==> config.mk <==
export PLATFORM = sky130hd
export DESIGN_NAME = ref_writer_flat
export DESIGN_NICKNAME = d
export VERILOG_FILES = /design/src/rtl/ref_writer_if.sv /design/src/rtl/ref_writer.sv /design/src/flat_wrapper.sv
export SDC_FILE = /design/constraint.sdc
export NUM_CORES = 1
export LEC_CHECK = 0
export BUFFER_PORTS_ARGS = -buffer_cell sky130_fd_sc_hd__buf_2
export CAP_MARGIN = 20
export CORE_MARGIN = 2
export CORE_UTILIZATION = 58
export CTS_CLUSTER_DIAMETER = 120
export CTS_CLUSTER_SIZE = 10
export DETAILED_ROUTE_END_ITERATION = 10
export PLACE_DENSITY = 0.85
export SYNTH_ARGS = -nofsm -noshare
export SYNTH_HDL_FRONTEND = slang
export SYNTH_SLANG_ARGS = --single-unit
export TNS_END_PERCENT = 10
==> constraint.sdc <==
create_clock -name clk -period 7.65 [get_ports clk]
set_input_delay 1.53 -clock clk [delete_from_list [all_inputs] [get_ports clk]]
set_output_delay 1.53 -clock clk [all_outputs]
set_load 0.01 [all_outputs]
==> src/rtl/ref_writer_if.sv <==
// rtl/ref_writer_if.sv - Command/data input stream and arbiter write-port bundle for ref_writer
interface ref_writer_if #(parameter int ID_WIDTH = 12);
  logic [27:0]         ref_addr_in;
  logic [27:0]         ref_length_in;
  logic                ref_info_valid_in;
  logic                ref_info_rdy_out;
  logic [127:0]        ref_data_in;
  logic                ref_data_valid_in;
  logic                ref_data_rdy_out;
  logic [ID_WIDTH-3:0] wr_id_out;
  logic [32:0]         wr_addr_out;
  logic [7:0]          wr_len_out;
  logic                wr_info_valid_out;
  logic                wr_info_rdy_in;
  logic [255:0]        wr_data_out;
  logic                wr_data_valid_out;
  logic                wr_data_last_out;
  logic                wr_data_rdy_in;
  logic                wr_resp_in;
  logic                done_out;

  modport master (
    input  ref_addr_in, ref_length_in, ref_info_valid_in, ref_data_in, ref_data_valid_in,
           wr_info_rdy_in, wr_data_rdy_in, wr_resp_in,
    output ref_info_rdy_out, ref_data_rdy_out, wr_id_out, wr_addr_out, wr_len_out,
           wr_info_valid_out, wr_data_out, wr_data_valid_out, wr_data_last_out, done_out
  );

  modport slave (
    output ref_addr_in, ref_length_in, ref_info_valid_in, ref_data_in, ref_data_valid_in,
           wr_info_rdy_in, wr_data_rdy_in, wr_resp_in,
    input  ref_info_rdy_out, ref_data_rdy_out, wr_id_out, wr_addr_out, wr_len_out,
           wr_info_valid_out, wr_data_out, wr_data_valid_out, wr_data_last_out, done_out
  );
endinterface

==> src/rtl/ref_writer.sv <==
// rtl/ref_writer.sv - Packs 128-bit reference words into 256-bit beats and writes them
// to DRAM in bursts capped by MAX_BURST_LEN and the 4 KB boundary.
module ref_writer #(
  parameter int C0_C_S_AXI_ID_WIDTH = 12,
  parameter int MAX_BURST_LEN       = 16,
  parameter int WR_ID               = 0
) (
  input logic          clk,
  input logic          rst,
  ref_writer_if.master bus
);
  typedef enum logic [2:0] {IDLE, REQ, DATA, RESP, DONE} state_t;

  localparam logic [7:0] MAX_BEATS = 8'(MAX_BURST_LEN);

  state_t       state;
  logic [27:0]  addr;
  logic [27:0]  remaining;
  logic [7:0]   burst_beats;
  logic [7:0]   beats_packed;
  logic         half;
  logic [127:0] low_word;

  logic [7:0]   beats_calc;
  logic         beat_take;
  logic         word_take;

  // Blocks left before the next 4 KB page (128 blocks), then clamp by the other two limits.
  always_comb begin
    beats_calc = 8'd128 - {1'b0, addr[6:0]};
    if (MAX_BEATS < beats_calc) beats_calc = MAX_BEATS;
    if (remaining < {20'd0, beats_calc}) beats_calc = remaining[7:0];
  end

  assign beat_take = bus.wr_data_valid_out && bus.wr_data_rdy_in;
  assign bus.ref_data_rdy_out = (state == DATA) &&
                                (!bus.wr_data_valid_out || bus.wr_data_rdy_in) &&
                                (beats_packed < burst_beats);
  assign word_take = bus.ref_data_rdy_out && bus.ref_data_valid_in;
  assign bus.wr_id_out = (C0_C_S_AXI_ID_WIDTH-2)'(WR_ID);

  always_ff @(posedge clk or negedge rst) begin
    if (!rst) begin
      state                 <= IDLE;
      addr                  <= '0;
      remaining             <= '0;
      burst_beats           <= '0;
      beats_packed          <= '0;
      half                  <= 1'b0;
      low_word              <= '0;
      bus.ref_info_rdy_out  <= 1'b0;
      bus.wr_info_valid_out <= 1'b0;
      bus.wr_addr_out       <= '0;
      bus.wr_len_out        <= '0;
      bus.wr_data_out       <= '0;
      bus.wr_data_valid_out <= 1'b0;
      bus.wr_data_last_out  <= 1'b0;
      bus.done_out          <= 1'b0;
    end else begin
      bus.done_out <= 1'b0;
      case (state)
        IDLE: begin
          bus.ref_info_rdy_out <= 1'b1;
          if (bus.ref_info_rdy_out && bus.ref_info_valid_in) begin
            bus.ref_info_rdy_out <= 1'b0;
            addr                 <= bus.ref_addr_in;
            remaining            <= bus.ref_length_in;
            state                <= (bus.ref_length_in == 28'd0) ? DONE : REQ;
          end
        end
        REQ: begin
          if (!bus.wr_info_valid_out) begin
            bus.wr_info_valid_out <= 1'b1;
            bus.wr_addr_out       <= {addr, 5'b0};
            bus.wr_len_out        <= beats_calc - 8'd1;
            burst_beats           <= beats_calc;
          end else if (bus.wr_info_rdy_in) begin
            bus.wr_info_valid_out <= 1'b0;
            beats_packed          <= '0;
            half                  <= 1'b0;
            state                 <= DATA;
          end
        end
        DATA: begin
          // A completing word may refill the beat register in the same cycle it drains.
          if (word_take && half) begin
            bus.wr_data_out       <= {bus.ref_data_in, low_word};
            bus.wr_data_valid_out <= 1'b1;
            bus.wr_data_last_out  <= (beats_packed == burst_beats - 8'd1);
            beats_packed          <= beats_packed + 8'd1;
            half                  <= 1'b0;
          end else begin
            if (word_take) begin
              low_word <= bus.ref_data_in;
              half     <= 1'b1;
            end
            if (beat_take) begin
              bus.wr_data_valid_out <= 1'b0;
              bus.wr_data_last_out  <= 1'b0;
            end
          end
          if (beat_take && bus.wr_data_last_out) state <= RESP;
        end
        RESP: begin
          if (bus.wr_resp_in) begin
            addr      <= addr + {20'd0, burst_beats};
            remaining <= remaining - {20'd0, burst_beats};
            state     <= (remaining == {20'd0, burst_beats}) ? DONE : REQ;
          end
        end
        DONE: begin
          bus.done_out         <= 1'b1;
          bus.ref_info_rdy_out <= 1'b1;
          state                <= IDLE;
        end
        default: state <= IDLE;
      endcase
    end
  end
endmodule

==> src/flat_wrapper.sv <==
// flat-port wrapper written by rule: the top's interface ports become plain ports
module ref_writer_flat 
#(
  parameter int C0_C_S_AXI_ID_WIDTH = 12,
  parameter int MAX_BURST_LEN       = 16,
  parameter int WR_ID               = 0
)
  (clk, rst, bus_ref_addr_in, bus_ref_length_in, bus_ref_info_valid_in, bus_ref_data_in, bus_ref_data_valid_in, bus_wr_info_rdy_in, bus_wr_data_rdy_in, bus_wr_resp_in, bus_ref_info_rdy_out, bus_ref_data_rdy_out, bus_wr_id_out, bus_wr_addr_out, bus_wr_len_out, bus_wr_info_valid_out, bus_wr_data_out, bus_wr_data_valid_out, bus_wr_data_last_out, bus_done_out);
  ref_writer_if #(.ID_WIDTH(12)) bus_i ();
  input logic clk;
  input logic rst;
  input wire logic [$bits(bus_i.ref_addr_in)-1:0] bus_ref_addr_in;
  input wire logic [$bits(bus_i.ref_length_in)-1:0] bus_ref_length_in;
  input wire logic [$bits(bus_i.ref_info_valid_in)-1:0] bus_ref_info_valid_in;
  input wire logic [$bits(bus_i.ref_data_in)-1:0] bus_ref_data_in;
  input wire logic [$bits(bus_i.ref_data_valid_in)-1:0] bus_ref_data_valid_in;
  input wire logic [$bits(bus_i.wr_info_rdy_in)-1:0] bus_wr_info_rdy_in;
  input wire logic [$bits(bus_i.wr_data_rdy_in)-1:0] bus_wr_data_rdy_in;
  input wire logic [$bits(bus_i.wr_resp_in)-1:0] bus_wr_resp_in;
  output wire logic [$bits(bus_i.ref_info_rdy_out)-1:0] bus_ref_info_rdy_out;
  output wire logic [$bits(bus_i.ref_data_rdy_out)-1:0] bus_ref_data_rdy_out;
  output wire logic [$bits(bus_i.wr_id_out)-1:0] bus_wr_id_out;
  output wire logic [$bits(bus_i.wr_addr_out)-1:0] bus_wr_addr_out;
  output wire logic [$bits(bus_i.wr_len_out)-1:0] bus_wr_len_out;
  output wire logic [$bits(bus_i.wr_info_valid_out)-1:0] bus_wr_info_valid_out;
  output wire logic [$bits(bus_i.wr_data_out)-1:0] bus_wr_data_out;
  output wire logic [$bits(bus_i.wr_data_valid_out)-1:0] bus_wr_data_valid_out;
  output wire logic [$bits(bus_i.wr_data_last_out)-1:0] bus_wr_data_last_out;
  output wire logic [$bits(bus_i.done_out)-1:0] bus_done_out;
  assign bus_i.ref_addr_in = bus_ref_addr_in;
  assign bus_i.ref_length_in = bus_ref_length_in;
  assign bus_i.ref_info_valid_in = bus_ref_info_valid_in;
  assign bus_i.ref_data_in = bus_ref_data_in;
  assign bus_i.ref_data_valid_in = bus_ref_data_valid_in;
  assign bus_i.wr_info_rdy_in = bus_wr_info_rdy_in;
  assign bus_i.wr_data_rdy_in = bus_wr_data_rdy_in;
  assign bus_i.wr_resp_in = bus_wr_resp_in;
  assign bus_ref_info_rdy_out = bus_i.ref_info_rdy_out;
  assign bus_ref_data_rdy_out = bus_i.ref_data_rdy_out;
  assign bus_wr_id_out = bus_i.wr_id_out;
  assign bus_wr_addr_out = bus_i.wr_addr_out;
  assign bus_wr_len_out = bus_i.wr_len_out;
  assign bus_wr_info_valid_out = bus_i.wr_info_valid_out;
  assign bus_wr_data_out = bus_i.wr_data_out;
  assign bus_wr_data_valid_out = bus_i.wr_data_valid_out;
  assign bus_wr_data_last_out = bus_i.wr_data_last_out;
  assign bus_done_out = bus_i.done_out;
  ref_writer #(.C0_C_S_AXI_ID_WIDTH(C0_C_S_AXI_ID_WIDTH), .MAX_BURST_LEN(MAX_BURST_LEN), .WR_ID(WR_ID)) u_core (.clk(clk), .rst(rst), .bus(bus_i));
endmodule
* Word level (Yosys, flattened, before mapping)
Index checks and enable logic that the tools add are counted.
Operators by class: add/sub/neg operators 6, order comparisons 3, equal/unequal tests 13, muxes and demuxes 33, bitwise gates (word level) 2, reduce and logical (&&, ||, !) cells 23
Operators by type and width (number):
- two-way mux 28 bit | 4
- case mux 28 bit (2 select lines) | 2
- two-way mux 8 bit | 5
- adder 28 x 8 -> 28 bit | 1
- equality test 28 x 8 -> 1 bit | 1
- zero test 28 bit | 1
- less-than comparator 28 x 8 -> 1 bit | 1
- subtractor 28 x 8 -> 28 bit | 1
- two-way mux 3 bit | 7
- case mux 8 bit (2 select lines) | 1
- subtractor 8 x 1 -> 8 bit, second input constant | 2
- case mux 3 bit (4 select lines) | 1
- two-way mux 1 bit | 11
- adder 8 x 1 -> 8 bit, second input constant | 1
- equality test 8 bit | 1
- less-than comparator 5 x 8 -> 1 bit, first input constant | 1
- less-than comparator 8 bit | 1
- inequality test 2 bit, second input constant | 4
- AND reduction 4 bit | 2
- nonzero test 2 bit | 4
- subtractor 8 x 7 -> 8 bit, first input constant | 1
- logical AND 1 bit | 7
- equality test 3 x 2 -> 1 bit, second input constant | 2
- AND reduction 2 bit | 3
- other kinds (11) | 15
Storage, ports and cells: register bits 501, input bits 191, logic and storage cells 95

* Longest topological paths before layout
word-level depth 8, depth in mapped cells 23

* Worst setup path after synthesis
Ideal clock, no wire load.
path type register to register, start register u_core.addr[0], end register u_core.bus.wr_len_out[4], setup time 0.136 ns, arrival 4.027 ns, required time 7.514 ns, setup slack 3.487 ns, cell stages (with the launch flop) 23, path buffers 1, period minus slack after synthesis 4.163 ns, cells stage by stage dfrtp_1 inv_1 ha_1 nor4b_1 a31oi_1 or3b_1 buf_6 inv_1 nand3_1 ha_1 a21o_1 a21oi_1 nor2_1 nor4_4 nand2_2 a31oi_1 ha_1 nand2b_1 nor2_1 xnor2_1 nor2_1 a31oi_1 o21ai_0
Between the ends: longest elaborated chain between the ends 6
RTL lines:
- start: declaration | RTL line ref_writer.sv:17 | logic [27:0] addr;
- start signal: assignment | RTL line ref_writer.sv:66 | addr <= bus.ref_addr_in;
- start signal: assignment | RTL line ref_writer.sv:106 | addr <= addr + {20'd0, burst_beats};
- subtractor 8 x 7 -> 8 bit (*) | RTL line ref_writer.sv:30 | beats_calc = 8'd128 - {1'b0, addr[6:0]};
- less-than comparator 5 x 8 -> 1 bit | RTL line ref_writer.sv:31 | if (MAX_BEATS < beats_calc) beats_calc = MAX_BEATS;
- two-way mux 8 bit (*) | RTL line ref_writer.sv:31
- less-than comparator 28 x 8 -> 1 bit | RTL line ref_writer.sv:32 | if (remaining < {20'd0, beats_calc}) beats_calc = remaining[7:0];
- two-way mux 8 bit (*) | RTL line ref_writer.sv:32
- subtractor 8 x 1 -> 8 bit (*) | RTL line ref_writer.sv:75 | bus.wr_len_out <= beats_calc - 8'd1;
- end signal: assignment | RTL line ref_writer.sv:75
- end: declaration | RTL line ref_writer_if.sv:25 | output ref_info_rdy_out, ref_data_rdy_out, wr_id_out, wr_addr_out, wr_len_out,
Every way passes the cells marked *; elsewhere a longest branch is shown, timed or not. A chain may end at the register's enable or synchronous reset.

* Final worst setup path
Ends and elaborated chain as after synthesis.

==> results.cfg <==
[worst_setup_path]
worstSetupPathDepth = 21
ff2ff_path_depth = 21
cp_max_fo = 8
r2r_start = u_core.addr[0]
cp_num_buf_inv = 2
cpPeakStageDelay_ns = 0.48
slowest_stage = dfrtp_1
critPathKind = reg2reg
cp-start-kind = flip-flop
worstSetupStartpoint = u_core.addr[0]
worstPathArrival_ns = 5.20
ff2ff_setup_slack_ns = 2.88
crit_chain = inv_1 -> ha_1 -> or3b_2 -> a31oi_1 -> or3b_1 -> inv_1 -> nand3_1 -> ha_1 -> a21o_1 -> a21oi_1 -> nor2_1 -> nor4_4 -> nand2_2 -> a31oi_1 -> ha_1 -> nand2b_1 -> nor2_1 -> xnor2_1 -> nor2_1 -> a31oi_1 -> o21ai_0
cp-end-kind = flip-flop
path_delay_family = simple AND/OR/NAND/NOR gates
crit_required_ns = 8.08
r2r_end = u_core.bus.wr_len_out[4]
endpoint = u_core.bus.wr_len_out[4]

[yosys]
synth-xor-area-share_pct = 0.8072
synth-main-ff-cell = dfrtp_1
synth_cells = 1735
synthSimpleGateAreaFrac_pct = 9.306
synthDistinctLibCells = 77
yosys_register_bits = 501
syn-cell-area_mm2 = 0.02170
synth_edf_count = 0
ys_warn_count = 0
synthMuxAreaShare_pct = 20.22
avgSynthCellArea_um2 = 12.51
synth.yosys.seq_area_share_pct = 57.77
synth_fa_ha_area_share_pct = 2.260
synth_top_family_by_area = multiplexers
synth-compound-area-share_pct = 6.815
async_reset_ff_share_pct = 100.0

[die]
fp.dieW_um = 197.4
die_y_um = 197.4
pin_count = 504
start_util_pct = 59.13
num_rows = 70
core_area_mm2 = 0.03670
die_area_mm2 = 0.03898

[routing]
drc = 0
routed_wl_mm = 61.72
viasPerCell = 5.981
wl_per_cell_um = 23.05
vias = 16020
ant_nets = 0
drt-initial-drc-count = 1080
firstDrtPassIters = 6

[sta]
rsz0062_at_grt = false
fin_skew_ns = 0.01338
period_share_pct = 62.39
period_needed_ns = 4.773
worst_pin_slew_ns = 1.085
hold_violations = 0
holdWs_ns = 0.4650
maxSlewViolCount = 0
setup_viol = 0
maxSlewHeadroom_pct = 27.64
setup_tns_ns = 0
fmax_ghz = 0.2095

[clock_tree]
cts_hold_buffers = 0
cts_buffers = 56
cts.clk_slew.worst_paths_ns = 0.06
clockRootBuffer = clkbuf_16
post_cts_buffers = 0
htreeDepth = 2
clk_latency_ns = 0.61
post_cts_resized = 0
clockBufferDepth = 3
tritoncts = built
cts_sinks = 501

[placement]
port_buffers = 488
dpl_cell_area_mm2 = 0.02445
place_congestion = 0.9091
dp_hpwl_mm = 42.67

[run_status]
run_status = finished, final reports clean

[pwr]
total_power_mw = 11.32
power_switching_mw = 4.181
comb_power_share_pct = 37.6
p_int_mw = 7.142
p_leak_nw = 12.66
swShare_pct = 36.92
seqPwrFrac_pct = 42.0
power.density_mw_per_mm2 = 436.3
power_frac_clock_pct = 20.4
peakVddDrop_mv = 0.3445

[finish]
synthToLayoutAreaGrowth_pct = 19.60
fin_area_mm2 = 0.02595
layout-drive-gt1-share_pct = 44.11
utilization_pct = 70.72
nets = 2433

[global_route]
antenna_found_initial = 6
grt_use_total_pct = 31.80
grt_max_degree = 174
grt_pass1_wl_mm = 94.95
grt_pass1_vias = 16670
grt-ovfl-total = 0

[job]
max-cap-violations = 0

[hold_path]
holdCritPathClass = reg2reg
hold_depth = 2
-- per-stage QoR --
| stage | std cells | setup slack [ns] |
|---|---|---|
| 6_report | 2678 | 2.877 |
| 2_1_floorplan | 1751 | 3.487 |
| 3_3_place_gp | 2612 | 2.781 |
| 4_1_cts | 2672 | 2.882 |
| 3_5_place_dp | 2612 | 2.753 |
| 5_1_grt | 2676 | 2.423 |
-- Yosys cell counts, types with 6 or more instances --
library cell	count	area share, %
buf_1	7	0.12
mux2_2	384	20
xnor2_1	13	0.52
ha_1	36	2.1
buf_4	15	0.52
a2bb2oi_1	7	0.28
a22oi_1	6	0.21
buf_2	24	0.55
nand3_1	55	1.3
xor2_1	7	0.28
inv_1	26	0.45
nor3_1	33	0.76
a31oi_1	15	0.43
o21a_1	7	0.24
nand4_1	14	0.40
and3_1	14	0.40
clkbuf_1	60	1.0
nor4_1	12	0.35
or3_1	11	0.32
nand2_1	164	2.8
nand2b_1	7	0.20
a31o_2	7	0.28
dfrtp_1	501	58
o22ai_1	6	0.17
nor2_1	69	1.2
o21ai_0	60	1.4
a21oi_1	59	1.4
a211oi_1	10	0.35
nor2b_1	8	0.23
-- power groups by stage --
stage	Combinational, mW	Clock [mW]	Sequential (mW)
2_1_floorplan	2.33	0	4.85
3_3_place_gp	4.00	0	4.60
3_5_place_dp	4.19	0	4.72
4_1_cts	4.26	2.33	4.73
5_1_grt	4.61	2.44	4.89
6_report	4.26	2.31	4.76
-- worst min-delay path, stage by stage (launching register included) --
cell,delay [ns]
dfrtp_1,0.33
nand2_1,0.05
nand2_1,0.05
-- routing by layer --
metal  track usage, %  vias up  part of all wire (%)
li1                 -     7072                     -
met1            37.75     7972                    36
met2            53.44      793                    50
met3            8.656      179                   8.4
met4            16.10        2                   5.6
met5                0        -                 0.021
-- area by class of cell --
cell class                      instances  area (µm²)
Multi-Input combinational cell       1116        8660
Tap cell                              468       585.6
Inverter                               26       97.59
Clock inverter                          3       58.81
Fill cell                            2456       10740
Clock buffer                           57        1405
Antenna cell                            4       10.01
Sequential cell                       501       12540
Timing Repair Buffer                  503        2600
-- logic make-up after synthesis --
group / count (synthesis)
other cells: 2
buf+inv: 134
fa+ha+maj: 38
flops: 501
xor+xnor: 20
simple gates: 421
mux: 390
compound gates: 229
-- state kept, by name, indices dropped and copies added, names as in the netlist --
signal / flops
u_core.addr: 28
u_core.bus.ref_info_rdy_out: 1
u_core.bus.wr_len_out: 8
u_core.beats_packed: 8
u_core.bus.done_out: 1
u_core.bus.wr_data_valid_out: 1
u_core.bus.wr_info_valid_out: 1
u_core.bus.wr_addr_out: 28
u_core.bus.wr_data_last_out: 1
u_core.state: 3
u_core.low_word: 128
u_core.bus.wr_data_out: 256
u_core.burst_beats: 8
u_core.remaining: 28
u_core.half: 1
-- worst min path at each step --
stage | start | end | slack (ns)
floorplan | u_core.addr[16] | u_core.bus.wr_addr_out[21] | 0.45
global placement | u_core.bus.wr_addr_out[15] | u_core.bus.wr_addr_out[15] | 0.45
detailed placement | u_core.bus.wr_addr_out[23] | u_core.bus.wr_addr_out[23] | 0.46
CTS | u_core.bus.wr_addr_out[23] | u_core.bus.wr_addr_out[23] | 0.47
global route | u_core.bus.wr_addr_out[31] | u_core.bus.wr_addr_out[31] | 0.49
finish | u_core.bus.wr_addr_out[25] | u_core.bus.wr_addr_out[25] | 0.47
-- layout by cell type, fill, tap and decap left out, types with 7 or more instances in the layout --
cell       count
or3_1         10
nor3_1        32
xnor2_1       13
a31oi_1       15
o21a_1         7
nor2_1        68
nand2b_1       7
xor2_1         7
a211oi_1      10
a31o_2         7
nor2b_1        8
nor4_1        12
dfrtp_1      501
nand3_1       54
clkbuf_16     56
and3_1        14
buf_4         11
a2bb2oi_1      7
nand4_1       14
o21ai_0       60
mux2_2       384
ha_1          36
buf_2        488
a21oi_1       58
inv_1         26
conb_1        18
nand2_1      164
No activity file was read; power rests on OpenSTA's default activity.
